[src/rtl/kf8253_bus_initiator.sv]
// Bus initiator that programs 8253 counters (and optionally reads counts back) over a strobed byte bus.
// Read-back path is present only when KF8253_INIT_READBACK_EN is defined.
module kf8253_bus_initiator #(
  parameter int STROBE_CYCLES = 2,
  parameter int HOLD_CYCLES   = 1
) (
  input  logic        clock,
  input  logic        reset,
  input  logic        req_valid,
  output logic        req_ready,
  input  logic        req_op,
  input  logic [1:0]  req_channel,
  input  logic [2:0]  req_mode,
  input  logic        req_bcd,
  input  logic [15:0] req_count,
  output logic        rsp_valid,
  output logic        rsp_error,
  output logic [15:0] rsp_data,
  output logic        chip_select_n,
  output logic        read_enable_n,
  output logic        write_enable_n,
  output logic [1:0]  address,
  output logic [7:0]  data_bus_out,
  input  logic [7:0]  data_bus_in
);

  typedef enum logic [2:0] {IDLE, SETUP, STROBE, HOLD, DONE} state_e;

  localparam logic [15:0] StrobeLast = 16'(STROBE_CYCLES - 1);
  localparam logic [15:0] HoldLast   = 16'(HOLD_CYCLES - 1);

  state_e      state_q, state_d;
  logic [1:0]  byte_q, byte_d;
  logic [15:0] cnt_q, cnt_d;
  logic        err_q, err_d;
  logic [1:0]  ch_q, ch_d;
  logic [2:0]  mode_q, mode_d;
  logic        bcd_q, bcd_d;
  logic [15:0] count_q, count_d;
  logic [15:0] rsp_data_q, rsp_data_d;
`ifdef KF8253_INIT_READBACK_EN
  logic        op_q, op_d;
  logic [15:0] rd_q, rd_d;
`endif

  logic        req_ready_q, req_ready_d;
  logic        rsp_valid_q, rsp_valid_d;
  logic        rsp_error_q, rsp_error_d;
  logic        cs_n_q, cs_n_d;
  logic        re_n_q, re_n_d;
  logic        we_n_q, we_n_d;
  logic [1:0]  addr_q, addr_d;
  logic [7:0]  dout_q, dout_d;

  logic        bus_active;
  logic        is_read;
  logic [7:0]  cmd_byte;

  always_comb begin
    // NOTE: every signal written here gets a default first, so no path can infer a latch.
    state_d    = state_q;
    byte_d     = byte_q;
    cnt_d      = cnt_q;
    err_d      = err_q;
    ch_d       = ch_q;
    mode_d     = mode_q;
    bcd_d      = bcd_q;
    count_d    = count_q;
    rsp_data_d = rsp_data_q;
`ifdef KF8253_INIT_READBACK_EN
    op_d       = op_q;
    rd_d       = rd_q;
`endif

    unique case (state_q)
      IDLE: begin
        if (req_valid) begin
          state_d = SETUP;
          byte_d  = 2'd0;
          cnt_d   = '0;
          ch_d    = req_channel;
          mode_d  = req_mode;
          bcd_d   = req_bcd;
          count_d = req_count;
`ifdef KF8253_INIT_READBACK_EN
          op_d    = req_op;
          err_d   = (req_channel == 2'd3);
`else
          err_d   = (req_channel == 2'd3) || req_op;
`endif
        end
      end
      // A rejected request passes through one silent SETUP clock before DONE.
      SETUP: begin
        cnt_d   = '0;
        state_d = err_q ? DONE : STROBE;
        if (err_q) rsp_data_d = '0;
      end
      STROBE: begin
        if (cnt_q == StrobeLast) begin
          state_d = HOLD;
          cnt_d   = '0;
`ifdef KF8253_INIT_READBACK_EN
          if (op_q && byte_q == 2'd1) rd_d[7:0]  = data_bus_in;
          if (op_q && byte_q == 2'd2) rd_d[15:8] = data_bus_in;
`endif
        end else begin
          cnt_d = cnt_q + 16'd1;
        end
      end
      HOLD: begin
        if (cnt_q == HoldLast) begin
          cnt_d = '0;
          if (byte_q == 2'd2) begin
            state_d = DONE;
`ifdef KF8253_INIT_READBACK_EN
            if (op_q) rsp_data_d = rd_q;
`endif
          end else begin
            state_d = SETUP;
            byte_d  = byte_q + 2'd1;
          end
        end else begin
          cnt_d = cnt_q + 16'd1;
        end
      end
      DONE:    state_d = IDLE;
      default: state_d = IDLE;
    endcase

    // Outputs are computed for the state being entered so they leave the flops aligned with it.
    bus_active = (state_d == SETUP || state_d == STROBE || state_d == HOLD) && !err_d;
`ifdef KF8253_INIT_READBACK_EN
    is_read  = op_d && (byte_d != 2'd0);
    cmd_byte = op_d ? {ch_d, 6'b000000} : {ch_d, 2'b11, mode_d, bcd_d};
`else
    is_read  = 1'b0;
    cmd_byte = {ch_d, 2'b11, mode_d, bcd_d};
`endif

    cs_n_d = !bus_active;
    we_n_d = !(bus_active && state_d == STROBE && !is_read);
    re_n_d = !(bus_active && state_d == STROBE && is_read);
    addr_d = '0;
    dout_d = '0;
    if (bus_active) begin
      addr_d = (byte_d == 2'd0) ? 2'd3 : ch_d;
      if (!is_read) begin
        unique case (byte_d)
          2'd0:    dout_d = cmd_byte;
          2'd1:    dout_d = count_d[7:0];
          default: dout_d = count_d[15:8];
        endcase
      end
    end

    req_ready_d = (state_d == IDLE);
    rsp_valid_d = (state_d == DONE);
    rsp_error_d = (state_d == DONE) && err_d;
  end

  // NOTE: non-blocking assignments so every register updates from the same pre-edge values.
  always_ff @(posedge clock) begin
    if (reset) begin
      state_q     <= IDLE;
      byte_q      <= '0;
      cnt_q       <= '0;
      err_q       <= 1'b0;
      ch_q        <= '0;
      mode_q      <= '0;
      bcd_q       <= 1'b0;
      count_q     <= '0;
      rsp_data_q  <= '0;
`ifdef KF8253_INIT_READBACK_EN
      op_q        <= 1'b0;
      rd_q        <= '0;
`endif
      req_ready_q <= 1'b1;
      rsp_valid_q <= 1'b0;
      rsp_error_q <= 1'b0;
      cs_n_q      <= 1'b1;
      re_n_q      <= 1'b1;
      we_n_q      <= 1'b1;
      addr_q      <= '0;
      dout_q      <= '0;
    end else begin
      state_q     <= state_d;
      byte_q      <= byte_d;
      cnt_q       <= cnt_d;
      err_q       <= err_d;
      ch_q        <= ch_d;
      mode_q      <= mode_d;
      bcd_q       <= bcd_d;
      count_q     <= count_d;
      rsp_data_q  <= rsp_data_d;
`ifdef KF8253_INIT_READBACK_EN
      op_q        <= op_d;
      rd_q        <= rd_d;
`endif
      req_ready_q <= req_ready_d;
      rsp_valid_q <= rsp_valid_d;
      rsp_error_q <= rsp_error_d;
      cs_n_q      <= cs_n_d;
      re_n_q      <= re_n_d;
      we_n_q      <= we_n_d;
      addr_q      <= addr_d;
      dout_q      <= dout_d;
    end
  end

  assign req_ready      = req_ready_q;
  assign rsp_valid      = rsp_valid_q;
  assign rsp_error      = rsp_error_q;
  assign rsp_data       = rsp_data_q;
  assign chip_select_n  = cs_n_q;
  assign read_enable_n  = re_n_q;
  assign write_enable_n = we_n_q;
  assign address        = addr_q;
  assign data_bus_out   = dout_q;

endmodule

[config.mk]
export PLATFORM = sky130hd
export DESIGN_NAME = kf8253_bus_initiator
export DESIGN_NICKNAME = d
export VERILOG_FILES = /design/src/rtl/kf8253_bus_initiator.sv
export SDC_FILE = /design/constraint.sdc
export NUM_CORES = 1
export LEC_CHECK = 0
export ABC_AREA = 1
export CAP_MARGIN = 20
export CELL_PAD_IN_SITES_DETAIL_PLACEMENT = 1
export CELL_PAD_IN_SITES_GLOBAL_PLACEMENT = 1
export CORE_ASPECT_RATIO = 1.2
export CORE_MARGIN = 3
export CORE_UTILIZATION = 39
export CTS_CLUSTER_DIAMETER = 200
export DETAILED_ROUTE_END_ITERATION = 12
export HOLD_SLACK_MARGIN = 0.15
export PLACE_DENSITY = 0.95
export SYNTH_ARGS = -nofsm -noshare
export SYNTH_HDL_FRONTEND = slang
export SYNTH_SLANG_ARGS = --single-unit
[constraint.sdc]
create_clock -name clock -period 2.48 [get_ports clock]
set_input_delay 0.248 -clock clock [delete_from_list [all_inputs] [get_ports clock]]
set_output_delay 0.248 -clock clock [all_outputs]
set_load 0.05 [all_outputs]
Word level (Yosys, flattened, before mapping)
Index checks and enable logic that the tools add are counted.
{"block": "op_classes", "muxes": 26, "bitwise_logic": 1, "addsub": 2, "n_reduce_logical": 16, "eq_ne": 12}
{"operator": "two-way mux 16 bit", "n": 5}
{"operator": "one-hot mux 16 bit (4 select lines)", "n": 1}
{"operator": "two-way mux 3 bit", "n": 7}
{"operator": "adder 16 x 1 -> 16 bit (second input constant)", "n": 1}
{"operator": "equality test 16 x 1 -> 1 bit (second input constant)", "n": 1}
{"operator": "logical NOT 16 bit", "n": 1}
{"operator": "one-hot mux 8 bit (2 select lines)", "n": 1}
{"operator": "equality test 3 x 2 -> 1 bit (second input constant)", "n": 4}
{"operator": "two-way mux 2 bit", "n": 6}
{"operator": "one-hot mux 3 bit (4 select lines)", "n": 1}
{"operator": "equality test 3 x 1 -> 1 bit (second input constant)", "n": 2}
{"operator": "logical NOT 3 bit", "n": 2}
{"operator": "equality test 2 bit (second input constant)", "n": 2}
{"operator": "two-way mux 1 bit", "n": 4}
{"operator": "one-hot mux 2 bit (2 select lines)", "n": 1}
{"operator": "nonzero test 4 bit", "n": 1}
{"operator": "equality test 3 bit (second input constant)", "n": 1}
{"operator": "logical AND 1 bit", "n": 3}
{"operator": "logical NOT 1 bit", "n": 3}
{"operator": "logical OR 1 bit", "n": 3}
{"operator": "adder 2 x 1 -> 2 bit (second input constant)", "n": 1}
{"operator": "equality test 2 x 1 -> 1 bit (second input constant)", "n": 1}
{"operator": "logical NOT 2 bit", "n": 1}
{"operator": "inequality test 2 bit (second input constant)", "n": 1}
{"operator": "other kinds (3)", "n": 3}
{"block": "totals", "ff_bits": 59, "out_inout_bits": 32, "elab_cells": 72}

Depth between registers and ports, before layout
{"block": "depth", "word_depth": 10, "mapped_depth": 13, "depth_no_buf": 13}

Worst setup path after synthesis
OpenSTA, ideal clock, no wires.
{"block": "synth_timing", "kind": "reg2reg", "start": "register cnt_q[0]", "end": "register dout_q[0] (netlist: data_bus_out[0])", "path_stages_with_launch": 14, "period_less_slack_ns": 1.563, "required_ns": 2.371, "t_arrival_ns": 1.455, "path_slack_ns": 0.917, "setup_ns": 0.109, "cell_sequence": "dfxtp_1 -> inv_1 -> ha_1 -> nand2_1 -> nor2_2 -> nand2_2 -> nand2_2 -> o21ai_0 -> nor2_2 -> nand2_2 -> nand3_4 -> inv_4 -> nand2_1 -> inv_1"}
{"block": "synth_between", "elab_chain_cells": 9, "word_cells_on_any_way": 18, "cone_classes": "eq/ne (5); mux (6); bitwise (1); reduce/logical (6)"}
{"element": "start: declaration", "line": "34", "text": "logic [15:0] cnt_q, cnt_d;"}
{"element": "start signal: assignment", "line": "189", "text": "cnt_q <= cnt_d;"}
{"element": "equality test 16 x 1 -> 1 bit or logical NOT 16 bit (tied branches)", "line": "100, 112"}
{"element": "two-way mux 3 bit (on tied branches)", "line": "100, 112"}
{"element": "one-hot mux 3 bit (4 select lines)", "line": "75", "text": "unique case (state_q)"}
{"element": "equality test 3 x 1 -> 1 bit or equality test 3 x 2 -> 1 bit (tied branches)"}
{"element": "logical OR 1 bit (2 in series)", "line": "132", "text": "bus_active = (state_d == SETUP || state_d == STROBE || state_d == HOLD) && !err_d;"}
{"element": "logical AND 1 bit", "line": "132"}
{"element": "inverter 1 bit (no source line)"}
{"element": "OR reduction 2 bit (no source line)"}
{"element": "end signal: assignment", "line": "207", "text": "dout_q <= dout_d;"}
{"element": "end: declaration", "line": "53", "text": "logic [7:0] dout_q, dout_d;"}
Parallel ways exist; a longest one is shown, timed or not.
A chain may end at the register's enable or synchronous reset.

Final worst setup path
{"block": "layout_timing", "start": "input port req_valid", "end": "register dout_q[3] (netlist: data_bus_out[3])"}
{"block": "layout_between", "elab_chain_cells": 8, "word_cells_on_any_way": 22, "cone_classes": "eq/ne (4); mux (11); bitwise (1); reduce/logical (6)"}
{"element": "start: declaration", "line": "9", "text": "input logic req_valid,"}
{"element": "two-way mux 3 bit", "line": "77", "text": "if (req_valid) begin"}
{"element": "one-hot mux 3 bit (4 select lines)", "line": "75"}
{"element": "equality test 3 x 1 -> 1 bit or equality test 3 x 2 -> 1 bit (tied branches)"}
{"element": "logical OR 1 bit (2 in series)", "line": "132"}
{"element": "logical AND 1 bit", "line": "132"}
{"element": "inverter 1 bit (no source line)"}
{"element": "OR reduction 2 bit (no source line)"}
Parallel ways exist; a longest one is shown, timed or not.

==> impl_metrics.env <==
export IMPL_status="completed"
export IMPL_worst_setup_path_type="input pin to flop"
export IMPL_pwr_density_cell_nw_per_um2=715.0
export IMPL_fin_util_pct=48.79
export IMPL_total_power_mw=2.568
export IMPL_numCtsBuffers=9
export IMPL_irDropWorstVdd_mv=0.3616
export IMPL_hold_ws_ns=0.5023
export IMPL_wl_per_cell_um=15.89
export IMPL_die_w_um=85.95
export IMPL_min_path_type="flop to flop"
export IMPL_overflow=0
export IMPL_place_port_buffers=40
export IMPL_ys_types=39
export IMPL_p_leak_nw=1.603
export IMPL_cpPeakStageDelay_ns=0.55
export IMPL_synth_area_top_cells="dfxtp_1, nand3_1, inv_1"
export IMPL_totalWireLength_mm=8.455
export IMPL_drv_cap=0
export IMPL_crit_chain="clkdlybuf4s50_1, inv_1, nor2_8, inv_2, nor2_2, a21oi_1, a21oi_2, nand3_4, inv_4, nand2_1, inv_1"
export IMPL_finalNetCount=477
export IMPL_track_usage_pct=20.12
export IMPL_grt_pass1_vias=2977
export IMPL_vias=2721
export IMPL_syn_area_per_cell_um2=7.555
export IMPL_antenna_found_initial=0
export IMPL_yosysSeqAreaShare_pct=39.48
export IMPL_io_pin_count=66
export IMPL_cts_hold_buf=0
export IMPL_synth_top_area_share_pct=39.48
export IMPL_fin_tns_setup_ns=0
export IMPL_place_ws_ns=0.2071
export IMPL_finalMaxSlewViolations=0
export IMPL_worst_slew_pin_slew_ns=0.5177
export IMPL_cts_resized=0
export IMPL_fin_worst_skew_ns=0.01030
export IMPL_dpl_hpwl_mm=6.000
export IMPL_yosysTopAreaCell="dfxtp_1"
export IMPL_die_area_um2=8762
export IMPL_synth_area_um2=2992
export IMPL_final_area_um2=3591
export IMPL_gp_congestion=0.8101
export IMPL_drt_vias_per_instance=5.115
export IMPL_hold_violations=0
export IMPL_clkTransAtPathRegs_ns=0.07
export IMPL_start_kind="input pin"
export IMPL_setup_ws_ns=0.5180
export IMPL_clockBufferDepth=2
export IMPL_insertedDiodeCount=0
export IMPL_cts_setup_buffers=0
export IMPL_route_detailed_drc=0
export IMPL_ys_ff_latch=59
export IMPL_max_freq_mhz=509.7
export IMPL_setup_violations=0
export IMPL_critPathRequiredTime_ns=2.78
export IMPL_min_period_ns=1.962
export IMPL_root_buffer="clkbuf_8"
export IMPL_clock_sinks=59
export IMPL_r2r_slack_ns=0.52
export IMPL_clk_latency_ns=0.35
export IMPL_max_slew_margin_pct=65.38
export IMPL_syn_inst=396
export IMPL_crit_family="buffers and inverters"
export IMPL_ant_nets=0
export IMPL_syn2layout_area_growth_pct=20.03
export IMPL_drive_gt1_share_pct=14.93
export IMPL_coreArea_um2=7360
export IMPL_cp_slowest_cell="clkdlybuf4s50_1"
export IMPL_rsz0062_at_grt="false"
export IMPL_endpoint_kind="flop"
export IMPL_drt_pass1_iter_count=6
export IMPL_grt_max_degree=32
export IMPL_tritoncts="built"
export IMPL_die_h_um=101.9
export IMPL_crit_top_cell="inv_1"
export IMPL_worst_path_buf_inv=5
export IMPL_instances_no_fill=532
export IMPL_period_share_pct=79.11
export IMPL_cts_htree_levels=3
export IMPL_placed_cell_area_um2=3401
export IMPL_layout_common_cells="dfxtp_1, inv_1, nand2_1"
export IMPL_cp_arrival_ns=2.26
export IMPL_grt_pass1_wl_mm=13.70
export IMPL_final_common_cell="dfxtp_1"
export IMPL_ys_warnings_count=0
export IMPL_drt_iter0_markers=94
export IMPL_initial_utilization_pct=40.65
export IMPL_critPathMaxFanout=10
export IMPL_dp_cells=517
export IMPL_rows=34
[final timing paths]
check | start | end | depth (start not counted)
setup / recovery | req_valid | data_bus_out[3]$_SDFF_PP0_ | 11
hold / removal | count_q[4]$_SDFF_PP0_ | count_q[4]$_SDFF_PP0_ | 2
setup reg to reg | cnt_q[0]$_SDFFE_PP0P_ | data_bus_out[3]$_SDFF_PP0_ | 13
hold reg to reg | count_q[4]$_SDFF_PP0_ | count_q[4]$_SDFF_PP0_ | 2
[worst register-to-register path, delay by kind of cell, from the launching register on]
kind	cells	cell delay, ns
AOI/OAI and AO/OA	1	0.11
adders and majority gates	1	0.14
buffers and inverters	3	0.23
DFF	1	0.36
and+or+nand+nor	8	1.04
[cells by family (layout without fill, tap and decap cells)]
group,count (synthesis),in the layout,share of synthesized area (%)
buf+inv,85,116,13.47
flops,59,59,39.48
compound gates,50,50,11.29
simple gates,191,191,32.08
fa+ha+maj,5,5,2.091
mux,4,4,1.338
other cells,2,17,0.2510
[per-layer routing]
| layer | up-vias | global-route usage [%] | wire, µm |
|---|---|---|---|
| met5 | - | 0 | 0 |
| met4 | 0 | 10.35 | 227 |
| met3 | 21 | 4.032 | 299 |
| met2 | 68 | 38.93 | 4662 |
| met1 | 1324 | 20.04 | 3266 |
| li1 | 1308 | - | - |
[registers in the layout, indices dropped and copies added, names as in the netlist]
name            flops
rsp_valid           1
req_ready           1
rsp_error           1
data_bus_out        8
mode_q              3
state_q             3
address             2
write_enable_n      1
count_q            16
cnt_q              16
ch_q                2
chip_select_n       1
byte_q              2
err_q               1
bcd_q               1
[Yosys cell counts]
cell	instances
or3b_1	1
a21oi_1	11
ha_1	5
nor2_4	2
mux2i_1	4
buf_2	2
nand2_2	8
clkbuf_1	4
o21a_1	17
o21bai_1	2
o21ai_1	1
a31oi_1	4
or2_2	16
dfxtp_1	59
a221oi_1	1
buf_4	19
inv_4	1
buf_6	1
inv_1	54
nor4_1	1
nor3_1	4
nand4_1	3
conb_1	2
inv_2	3
nor2_1	47
a21oi_2	1
o21ai_4	1
nand3b_1	1
a211oi_1	2
nor2_8	1
a21oi_4	1
nand2_1	52
nand2_4	3
nand3_4	2
o21ai_0	9
nand3_1	41
nor2_2	8
buf_1	1
nand3_2	1
[final cells by class]
type / count / area [µm²]
Fill cell: 932 / 3769
Multi-Input combinational cell: 267 / 1464
Sequential cell: 59 / 1181
Timing Repair Buffer: 43 / 422.9
Inverter: 58 / 220.2
Clock buffer: 9 / 123.9
Tap cell: 90 / 112.6
Clock inverter: 6 / 66.31
[power breakdown]
part           internal (mW)  switching (mW)
registers               1.02          0.0265
logic                  0.223           0.427
clock network          0.459           0.413
Note: power is estimated with default switching activity, not from simulation.
